==> src/rtl/ccd_acq_sequencer.sv <==
// Acquisition sequencer for the TCD1209D driver, AD9945 AFE and ccd2axis packer.
// Define ACQ_FRAME_COUNT_EN to build the optional frame counter on frame_cnt.
module ccd_acq_sequencer #(
    parameter int                CNT_W      = 23,
    parameter int                GAIN_W     = 10,
    parameter int                ROW_W      = 11,
    parameter logic [CNT_W-1:0]  MIN_PERIOD = 23'd2000,
    parameter logic [15:0]       CFG_WAIT   = 16'd64
) (
    input  logic              sys_clk,
    input  logic              sys_rst_n,
    input  logic              start,
    input  logic              stop,
    input  logic              upd_req,
    output logic              upd_ack,
    input  logic [CNT_W-1:0]  period_in,
    input  logic [GAIN_W-1:0] gain_in,
    input  logic [ROW_W-1:0]  rows_in,
    input  logic              sh_in,
    output logic [CNT_W-1:0]  f_cnt,
    output logic [GAIN_W-1:0] VGA_Gain,
    output logic              cfg_en,
    output logic [ROW_W-1:0]  rows,
    output logic              drv_en,
    output logic              frame_start,
    output logic [ROW_W-1:0]  line_cnt,
    output logic              busy,
    output logic              err_period,
    output logic [15:0]       frame_cnt
);

    typedef enum logic [2:0] {S_IDLE, S_CFG, S_CFG_WAIT, S_RUN, S_DRAIN} state_t;

    function automatic logic [CNT_W-1:0] clamp_period(input logic [CNT_W-1:0] p);
        return (p < MIN_PERIOD) ? MIN_PERIOD : p;
    endfunction

    function automatic logic [ROW_W-1:0] clamp_rows(input logic [ROW_W-1:0] r);
        return (r == '0) ? ROW_W'(1) : r;
    endfunction

    state_t            state_q, state_d;
    logic              sh_prev_q, edge_q, edge_d;
    logic [CNT_W-1:0]  shd_period_q, shd_period_d;
    logic [GAIN_W-1:0] shd_gain_q, shd_gain_d;
    logic [ROW_W-1:0]  shd_rows_q, shd_rows_d;
    logic              pend_q, pend_d;
    logic              defer_q, defer_d;
    logic [CNT_W-1:0]  hold_period_q, hold_period_d;
    logic [GAIN_W-1:0] hold_gain_q, hold_gain_d;
    logic [ROW_W-1:0]  hold_rows_q, hold_rows_d;
    logic [CNT_W-1:0]  f_cnt_q, f_cnt_d;
    logic [GAIN_W-1:0] gain_q, gain_d;
    logic [ROW_W-1:0]  rows_q, rows_d, rows_stg_q, rows_stg_d;
    logic [ROW_W-1:0]  line_q, line_d;
    logic              fs_q, fs_d;
    logic              drv_q, drv_d;
    logic              ack_q, ack_d;
    logic              err_q, err_d;
    logic              first_q, first_d;
    logic              gain_done_q, gain_done_d;
    logic              gcfg_pend_q, gcfg_pend_d;
    logic              stop_pend_q, stop_pend_d;
    logic [15:0]       wait_q, wait_d;

    logic              in_line;
    logic              edge_act;
    logic              commit;
    logic              frame_b;
    logic              gain_chg;
    logic              ld_en;
    logic [CNT_W-1:0]  ld_period;
    logic [GAIN_W-1:0] ld_gain;
    logic [ROW_W-1:0]  ld_rows;

    assign in_line   = (state_q == S_RUN) || (state_q == S_DRAIN);
    assign edge_d    = sh_in && !sh_prev_q && in_line;
    assign edge_act  = edge_q && in_line;
    assign commit    = pend_q && ((state_q == S_IDLE) || ((state_q == S_RUN) && edge_q));
    assign frame_b   = edge_act && (first_q || (line_q == rows_q - ROW_W'(1)));
    assign gain_chg  = commit && (shd_gain_q != gain_q);
    // A request colliding with a commit is parked in the hold registers for one cycle.
    assign ld_en     = (upd_req || defer_q) && !commit;
    assign ld_period = upd_req ? period_in : hold_period_q;
    assign ld_gain   = upd_req ? gain_in   : hold_gain_q;
    assign ld_rows   = upd_req ? rows_in   : hold_rows_q;

    always_comb begin
        state_d       = state_q;
        shd_period_d  = shd_period_q;
        shd_gain_d    = shd_gain_q;
        shd_rows_d    = shd_rows_q;
        pend_d        = pend_q;
        defer_d       = upd_req && commit;
        hold_period_d = hold_period_q;
        hold_gain_d   = hold_gain_q;
        hold_rows_d   = hold_rows_q;
        f_cnt_d       = f_cnt_q;
        gain_d        = gain_q;
        rows_d        = rows_q;
        rows_stg_d    = rows_stg_q;
        line_d        = line_q;
        fs_d          = 1'b0;
        drv_d         = drv_q;
        ack_d         = 1'b0;
        err_d         = err_q;
        first_d       = first_q;
        gain_done_d   = gain_done_q;
        gcfg_pend_d   = gcfg_pend_q;
        stop_pend_d   = stop_pend_q;
        wait_d        = wait_q;
        cfg_en        = 1'b0;

        if (commit) begin
            pend_d     = 1'b0;
            f_cnt_d    = shd_period_q;
            gain_d     = shd_gain_q;
            rows_stg_d = shd_rows_q;
            if (state_q == S_IDLE) rows_d = shd_rows_q;
            if (gain_chg) gcfg_pend_d = 1'b1;
        end

        if (upd_req && commit) begin
            hold_period_d = period_in;
            hold_gain_d   = gain_in;
            hold_rows_d   = rows_in;
        end else if (ld_en) begin
            shd_period_d = clamp_period(ld_period);
            shd_gain_d   = ld_gain;
            shd_rows_d   = clamp_rows(ld_rows);
            err_d        = (ld_period < MIN_PERIOD);
            pend_d       = 1'b1;
            ack_d        = 1'b1;
        end

        // Row count only changes where a new frame begins.
        if (frame_b) begin
            line_d = '0;
            fs_d   = 1'b1;
            rows_d = commit ? shd_rows_q : rows_stg_q;
        end else if (edge_act) begin
            line_d = line_q + ROW_W'(1);
        end
        if (edge_act) first_d = 1'b0;

        case (state_q)
            S_IDLE: begin
                stop_pend_d = 1'b0;
                if (start) begin
                    first_d = 1'b1;
                    if (gcfg_pend_q || !gain_done_q || gain_chg) state_d = S_CFG;
                    else                                         state_d = S_RUN;
                end
            end
            S_CFG: begin
                cfg_en      = 1'b1;
                gcfg_pend_d = 1'b0;
                gain_done_d = 1'b1;
                wait_d      = 16'd1;
                if (stop) stop_pend_d = 1'b1;
                state_d     = S_CFG_WAIT;
            end
            S_CFG_WAIT: begin
                if (stop) stop_pend_d = 1'b1;
                // The cfg_en cycle counts toward the serial-write allowance.
                if (wait_q >= CFG_WAIT - 16'd1) begin
                    first_d = 1'b1;
                    state_d = (stop_pend_q || stop) ? S_IDLE : S_RUN;
                end else begin
                    wait_d = wait_q + 16'd1;
                end
            end
            S_RUN: begin
                if (stop && frame_b) begin
                    state_d = S_IDLE;
                end else if (gain_chg) begin
                    stop_pend_d = stop;
                    state_d     = S_CFG;
                end else if (stop) begin
                    state_d = S_DRAIN;
                end
            end
            S_DRAIN: begin
                if (frame_b) state_d = S_IDLE;
            end
            default: state_d = S_IDLE;
        endcase

        case (state_d)
            S_IDLE:         drv_d = 1'b0;
            S_RUN, S_DRAIN: drv_d = 1'b1;
            default:        drv_d = drv_q;
        endcase
    end

    always_ff @(posedge sys_clk or negedge sys_rst_n) begin
        if (!sys_rst_n) begin
            state_q      <= S_IDLE;
            sh_prev_q    <= 1'b0;
            edge_q       <= 1'b0;
            shd_period_q <= '0;
            shd_gain_q   <= '0;
            shd_rows_q   <= '0;
            pend_q       <= 1'b0;
            defer_q      <= 1'b0;
            f_cnt_q      <= MIN_PERIOD;
            gain_q       <= '0;
            rows_q       <= ROW_W'(1);
            rows_stg_q   <= ROW_W'(1);
            line_q       <= '0;
            fs_q         <= 1'b0;
            drv_q        <= 1'b0;
            ack_q        <= 1'b0;
            err_q        <= 1'b0;
            first_q      <= 1'b0;
            gain_done_q  <= 1'b0;
            gcfg_pend_q  <= 1'b0;
            stop_pend_q  <= 1'b0;
            wait_q       <= '0;
        end else begin
            state_q      <= state_d;
            sh_prev_q    <= sh_in;
            edge_q       <= edge_d;
            shd_period_q <= shd_period_d;
            shd_gain_q   <= shd_gain_d;
            shd_rows_q   <= shd_rows_d;
            pend_q       <= pend_d;
            defer_q      <= defer_d;
            f_cnt_q      <= f_cnt_d;
            gain_q       <= gain_d;
            rows_q       <= rows_d;
            rows_stg_q   <= rows_stg_d;
            line_q       <= line_d;
            fs_q         <= fs_d;
            drv_q        <= drv_d;
            ack_q        <= ack_d;
            err_q        <= err_d;
            first_q      <= first_d;
            gain_done_q  <= gain_done_d;
            gcfg_pend_q  <= gcfg_pend_d;
            stop_pend_q  <= stop_pend_d;
            wait_q       <= wait_d;
        end
    end

    // Parked request data is only read when defer_q is set, so it needs no reset.
    always_ff @(posedge sys_clk) begin
        hold_period_q <= hold_period_d;
        hold_gain_q   <= hold_gain_d;
        hold_rows_q   <= hold_rows_d;
    end

`ifdef ACQ_FRAME_COUNT_EN
    logic [15:0] fcnt_q;

    always_ff @(posedge sys_clk or negedge sys_rst_n) begin
        if (!sys_rst_n) begin
            fcnt_q <= '0;
        end else if ((state_q == S_IDLE) && start) begin
            fcnt_q <= '0;
        end else if (frame_b) begin
            fcnt_q <= fcnt_q + 16'd1;
        end
    end

    assign frame_cnt = fcnt_q;
`else
    assign frame_cnt = 16'd0;
`endif

    assign upd_ack     = ack_q;
    assign f_cnt       = f_cnt_q;
    assign VGA_Gain    = gain_q;
    assign rows        = rows_q;
    assign drv_en      = drv_q;
    assign frame_start = fs_q;
    assign line_cnt    = line_q;
    assign busy        = (state_q != S_IDLE);
    assign err_period  = err_q;

endmodule

==> config.mk <==
export PLATFORM = sky130hd
export DESIGN_NAME = ccd_acq_sequencer
export DESIGN_NICKNAME = d
export VERILOG_FILES = /design/src/rtl/ccd_acq_sequencer.sv
export SDC_FILE = /design/constraint.sdc
export NUM_CORES = 1
export LEC_CHECK = 0
export ABC_AREA = 1
export ABC_CLOCK_PERIOD_IN_PS = 4400
export BUFFER_PORTS_ARGS = -buffer_cell sky130_fd_sc_hd__buf_2
export CAP_MARGIN = 20
export CORE_ASPECT_RATIO = 1.75
export CORE_MARGIN = 3
export CORE_UTILIZATION = 57
export DETAILED_ROUTE_END_ITERATION = 7
export PLACE_DENSITY = 0.76
export SYNTH_ARGS = -nofsm -noshare
export SYNTH_HDL_FRONTEND = slang
export SYNTH_SLANG_ARGS = --single-unit
==> constraint.sdc <==
create_clock -name sys_clk -period 4.4 [get_ports sys_clk]
set_clock_uncertainty 0.05 [all_clocks]
set_input_delay 1.1 -clock sys_clk [delete_from_list [all_inputs] [get_ports sys_clk]]
set_output_delay 1.1 -clock sys_clk [all_outputs]
set_load 0.02 [all_outputs]
# Yosys cells after proc, flatten, opt, wreduce, memory -nomap -nowiden
# Index checks and enable logic that the tools add are counted.
# W data, S select, Z words.
# op_classes
n_addsub	3
mul	0
n_div	0
magnitude_cmp	2
n_eq_ne	12
n_shift	0
n_mux	41
bitwise_logic	1
n_reduce_logical	39
# op_table
op	count
$mux W11	8
$mux W23	2
$pmux W16 S2	1
$lt A23 B11 Y1 const B	1
$mux W3	6
$add A16 B1 Y16 const B	1
$ge A16 B6 Y1 const B	1
$mux W1	16
$mux W16	1
$pmux W3 S5	1
$reduce_bool A2 Y1	7
$add A11 B1 Y11 const B	1
$eq A11 B11 Y1	1
$logic_not A11 Y1	1
$sub A11 B1 Y11 const B	1
$logic_and A1 B1 Y1	10
$mux W10	1
$ne A10 B10 Y1	1
$eq A3 B2 Y1 const B	3
$reduce_and A2 Y1	4
$logic_or A1 B1 Y1	7
$eq A3 B3 Y1 const B	2
$logic_not A3 Y1	2
$ne A2 B2 Y1 const B	3
other kinds (10)	16
# totals
ff_bits	185
latch_bits	0
ram_bits	0
romBits	0
in_bits	50
output_inout_bits	77
wordCells	123
memories	0

# Longest topological paths before layout
# logic_depth
word_depth	12
mapped_depth	18
mapped_depth_nobuf	18

# Least setup slack after synthesis
# OpenSTA, ideal clock, no wires.
# synth_path
kind	input port to flip-flop
start	input port upd_req
end	register hold_gain_q[0], enable pin
setup_ps	447
arrival_ps	3588
required_time_ps	3903
setup_slack_ps	315
stages	5
path_buffers	3
path_cell_list	buf_4 inv_2 buf_2 clkbuf_1 nor2_1
# synth_via
elab_chain_cells	1
# synth_rtl
item	line	source
from (decl)	14	input logic upd_req,
$logic_and A1 B1 Y1	--	
via defer_d	48	logic defer_q, defer_d;
to (signal assigned)	249	hold_gain_q <= hold_gain_d;
to (decl)	50	logic [GAIN_W-1:0] hold_gain_q, hold_gain_d;
# The timed path passes the listed nets, and every way through them passes these cells.
# A chain may end at the register's enable or synchronous reset.

# Final worst setup path
# layout_path
start	register state_q[0]
end	register hold_period_q[1], enable pin
# layout_via
elab_chain_cells	5
elab_cells_between_ends	6
cone_classes	eq/ne (1); reduce/logical (5)
# layout_rtl
item	line	source
from (decl)	42	state_t state_q, state_d;
from (signal assigned)	221	state_q <= state_d;
$eq A3 B2 Y1	79	assign commit = pend_q && ((state_q == S_IDLE) || ((state_q == S_RUN) && edge_q));
$logic_and A1 B1 Y1	79	
$logic_or A1 B1 Y1 (*)	79	
$logic_and A1 B1 Y1 (*)	79	
$logic_and A1 B1 Y1 (*)	--	
via defer_d	48	
to (signal assigned)	248	hold_period_q <= hold_period_d;
to (decl)	49	logic [CNT_W-1:0] hold_period_q, hold_period_d;
# The timed path passes the listed nets; every way through them passes the cells marked *.

==> results_dict.tcl <==
set metrics [dict create \
    synth_area_leaders "dfrtp_1 40%, edfxtp_1 16%, nand2_1 11%, inv_1 3.4%, nor2_1 3.3%" \
    drt_iter0_markers 254 \
    die_area_sq_mm 0.0160 \
    place.port_buffers 110 \
    hpwl_mm 11.9 \
    setup-tns-final_ns 0 \
    slew_violations 0 \
    async_reset_ff_frac 0.762 \
    syn-instance-count 855 \
    drive_gt1_frac 0.202 \
    cts_buffers 17 \
    tightest_slew_ns 0.880 \
    rsz0062_at_grt "no" \
    reg2reg_to "hold_period_q[1]" \
    hold_buffers 0 \
    reg2reg_slack_ns 1.55 \
    synth_edf_count 44 \
    start_util 0.589 \
    grt_pass1_wl_mm 28.4 \
    yosys_warnings 0 \
    worst-setup-path-type "flip-flop to flip-flop" \
    ys_seq_elements 185 \
    wl_per_cell_um 14.5 \
    seq_area_sq_mm 0.00486 \
    routabilityCongestion 0.809 \
    cp_slowest_cell "nor2_4" \
    yosysTopAreaCellShare 0.402 \
    crit_required_ns 4.43 \
    fp.dieH_um 165 \
    path_clk_slew_ns 0.06 \
    ys_seq_area_frac 0.588 \
    yosys.area.top_type "dfrtp_1" \
    multi_input_area_sq_mm 0.00288 \
    n_antenna_cell 0 \
    syn_area_sq_mm 0.00827 \
    hold_viol 0 \
    grt_pass1_vias 6133 \
    fmax_mhz 351 \
    grtUsageTotal 0.219 \
    syn2layout_area_growth_pct 15.3 \
    synthTopCellsByCount "243 x nand2_1, 133 x dfrtp_1, 76 x inv_1, 73 x nor2_1, 46 x o21ai_0" \
    whs_path_depth 1 \
    p_leak_nw 4.68 \
    synth_most_common_cell "nand2_1" \
    reg2reg_depth 8 \
    post_cts_resized 0 \
    crit_top_cell "inv_2" \
    min_path_type "flip-flop to flip-flop" \
    endpoint_kind "flip-flop" \
    finalCritPeriodShare 0.647 \
    grt-ovfl-total 0 \
    cts_setup_buffers 0 \
    outcome "complete, no violations" \
    core_sq_mm 0.0140 \
    dr.pass1.iters 5 \
    startpoint_type "flip-flop" \
    postLayoutCoreUtil 0.679 \
    critical_path.endpoint "hold_period_q[1]" \
    avgSynthCellArea_sq_um 9.67 \
    rows 57 \
    cts_tree "yes" \
    powerDensity_mw_per_mm2 723 \
    cp_max_fo 26 \
    p_total_mw 6.90 \
    critPathMaxStageDelay_ns 0.49 \
    synth_ff_type "dfrtp_1" \
    setup_viol 0 \
    r2r_start "state_q[0]" \
    worstPathCellList "inv_2 > nand2_1 > nor2_2 > nand2_4 > nand2_2 > inv_2 > nor2_4 > buf_4" \
    drcViolationCount 0 \
    n_fill_cell 1143 \
    htree_levels 4 \
    ir_drop_mv 0.470 \
    clock_path_buffers 2 \
    slew_headroom 0.413 \
    num_vias 5953 \
    routed_wl_mm 16.7 \
    io_pins 127 \
    clock_latency_ns 0.42 \
    ys_types 49 \
    ant_nets 0 \
    via_per_inst 5.16 \
    grt_max_degree 98 \
    nets 1016 \
    critPathArrivalTime_ns 2.88 \
    period_needed_ns 2.85 \
    cts-root-buf "clkbuf_16" \
    cts.sinks 185 \
    cap_violations 0 \
    antenna_found_initial 0 \
    critPathLaunch "state_q[0]" \
    die_w_um 97.1 \
]
-- critical path: cells and delay by family, from the launching register on --
| family | cells | cell delay, ns |
|---|---|---|
| DFF | 1 | 0.40 |
| and+or+nand+nor | 5 | 1.41 |
| buffers and inverters | 3 | 0.65 |
-- routing by layer --
metal  wire length, um  vias up  global-route usage  share of wire
met3               537       24              0.0383          0.032
met5                 0        -                   0              0
met4               340        0              0.0818          0.020
met2              9310      111               0.419           0.56
li1                  -     2973                   -              -
met1              6520     2845               0.242           0.39
-- logic make-up (layout without fill, tap and decap cells) --
family          count (synthesis)  after routing  share of synthesized area
simple gates                  387            387                      0.203
xor+xnor                       15             15                     0.0159
mux                            18             18                     0.0218
flops                         185            185                      0.588
other cells                     1             16                   0.000453
fa+ha+maj                       3              3                    0.00454
buf+inv                       128            234                     0.0714
compound gates                118            118                     0.0953
-- flip-flops by register name (all words and copies together) (netlist names), 3 cells and up --
register	flops
state_q	3
shd_rows_q	11
hold_gain_q	10
shd_period_q	23
rows_stg_q	11
hold_rows_q	11
VGA_Gain	10
f_cnt	23
shd_gain_q	10
hold_period_q	23
wait_q	16
rows	11
line_cnt	11
-- through the flow --
stage	worst slack, ns	cells	hold WS, ns	cell area, sq um
floorplan	0.315	870	0.333	8330
global placement	1.25	1120	0.350	8890
detailed placement	1.17	1120	0.357	8890
CTS	1.39	1152	0.375	9520
global route	1.30	1153	0.377	9540
finish	1.55	1153	0.370	9540
-- final cells by class --
class                           instances  area share
Timing Repair Buffer                  117      0.0652
Tap cell                              177      0.0232
Sequential cell                       185       0.510
Multi-Input combinational cell        557       0.302
Clock buffer                           20      0.0458
Clock inverter                         12      0.0199
Inverter                               85      0.0337
-- where the power goes --
| group | internal [mW] | switching [mW] | leakage, nW | total (mW) |
|---|---|---|---|---|
| Sequential | 2.42 | 0.380 | 2.16 | 2.80 |
| Clock | 0.964 | 0.634 | 0.304 | 1.60 |
| Combinational | 0.829 | 1.67 | 2.21 | 2.50 |
-- how the worst min path moves through the flow --
stage	slack, ns	startpoint	end
after floorplan	0.33	sh_prev_q	edge_q
after global placement	0.35	sh_prev_q	edge_q
after detailed placement	0.36	sh_prev_q	edge_q
after CTS	0.38	sh_prev_q	edge_q
after global routing	0.38	sh_prev_q	edge_q
final	0.37	sh_prev_q	edge_q
-- placed cells by master, fill, tap and decap left out, drive strengths merged, types with 2 or more instances in the layout --
cell type / n
dfstp: 8
xor2: 6
o21a: 4
o221ai: 10
nor2: 80
clkinv: 4
o211ai: 3
clkbuf: 20
a22o: 2
inv: 89
or2: 11
dfrtp: 133
nand2: 249
o31ai: 10
bufinv: 4
nand4: 9
edfxtp: 44
a2bb2oi: 3
o22a: 3
ha: 3
a21oi: 11
mux2i: 18
nand3b: 2
o22ai: 3
conb: 16
nand3: 23
xnor2: 9
nor3b: 2
buf: 117
o21ai: 65
nor3: 11
Power figures use the tool's default switching activity.
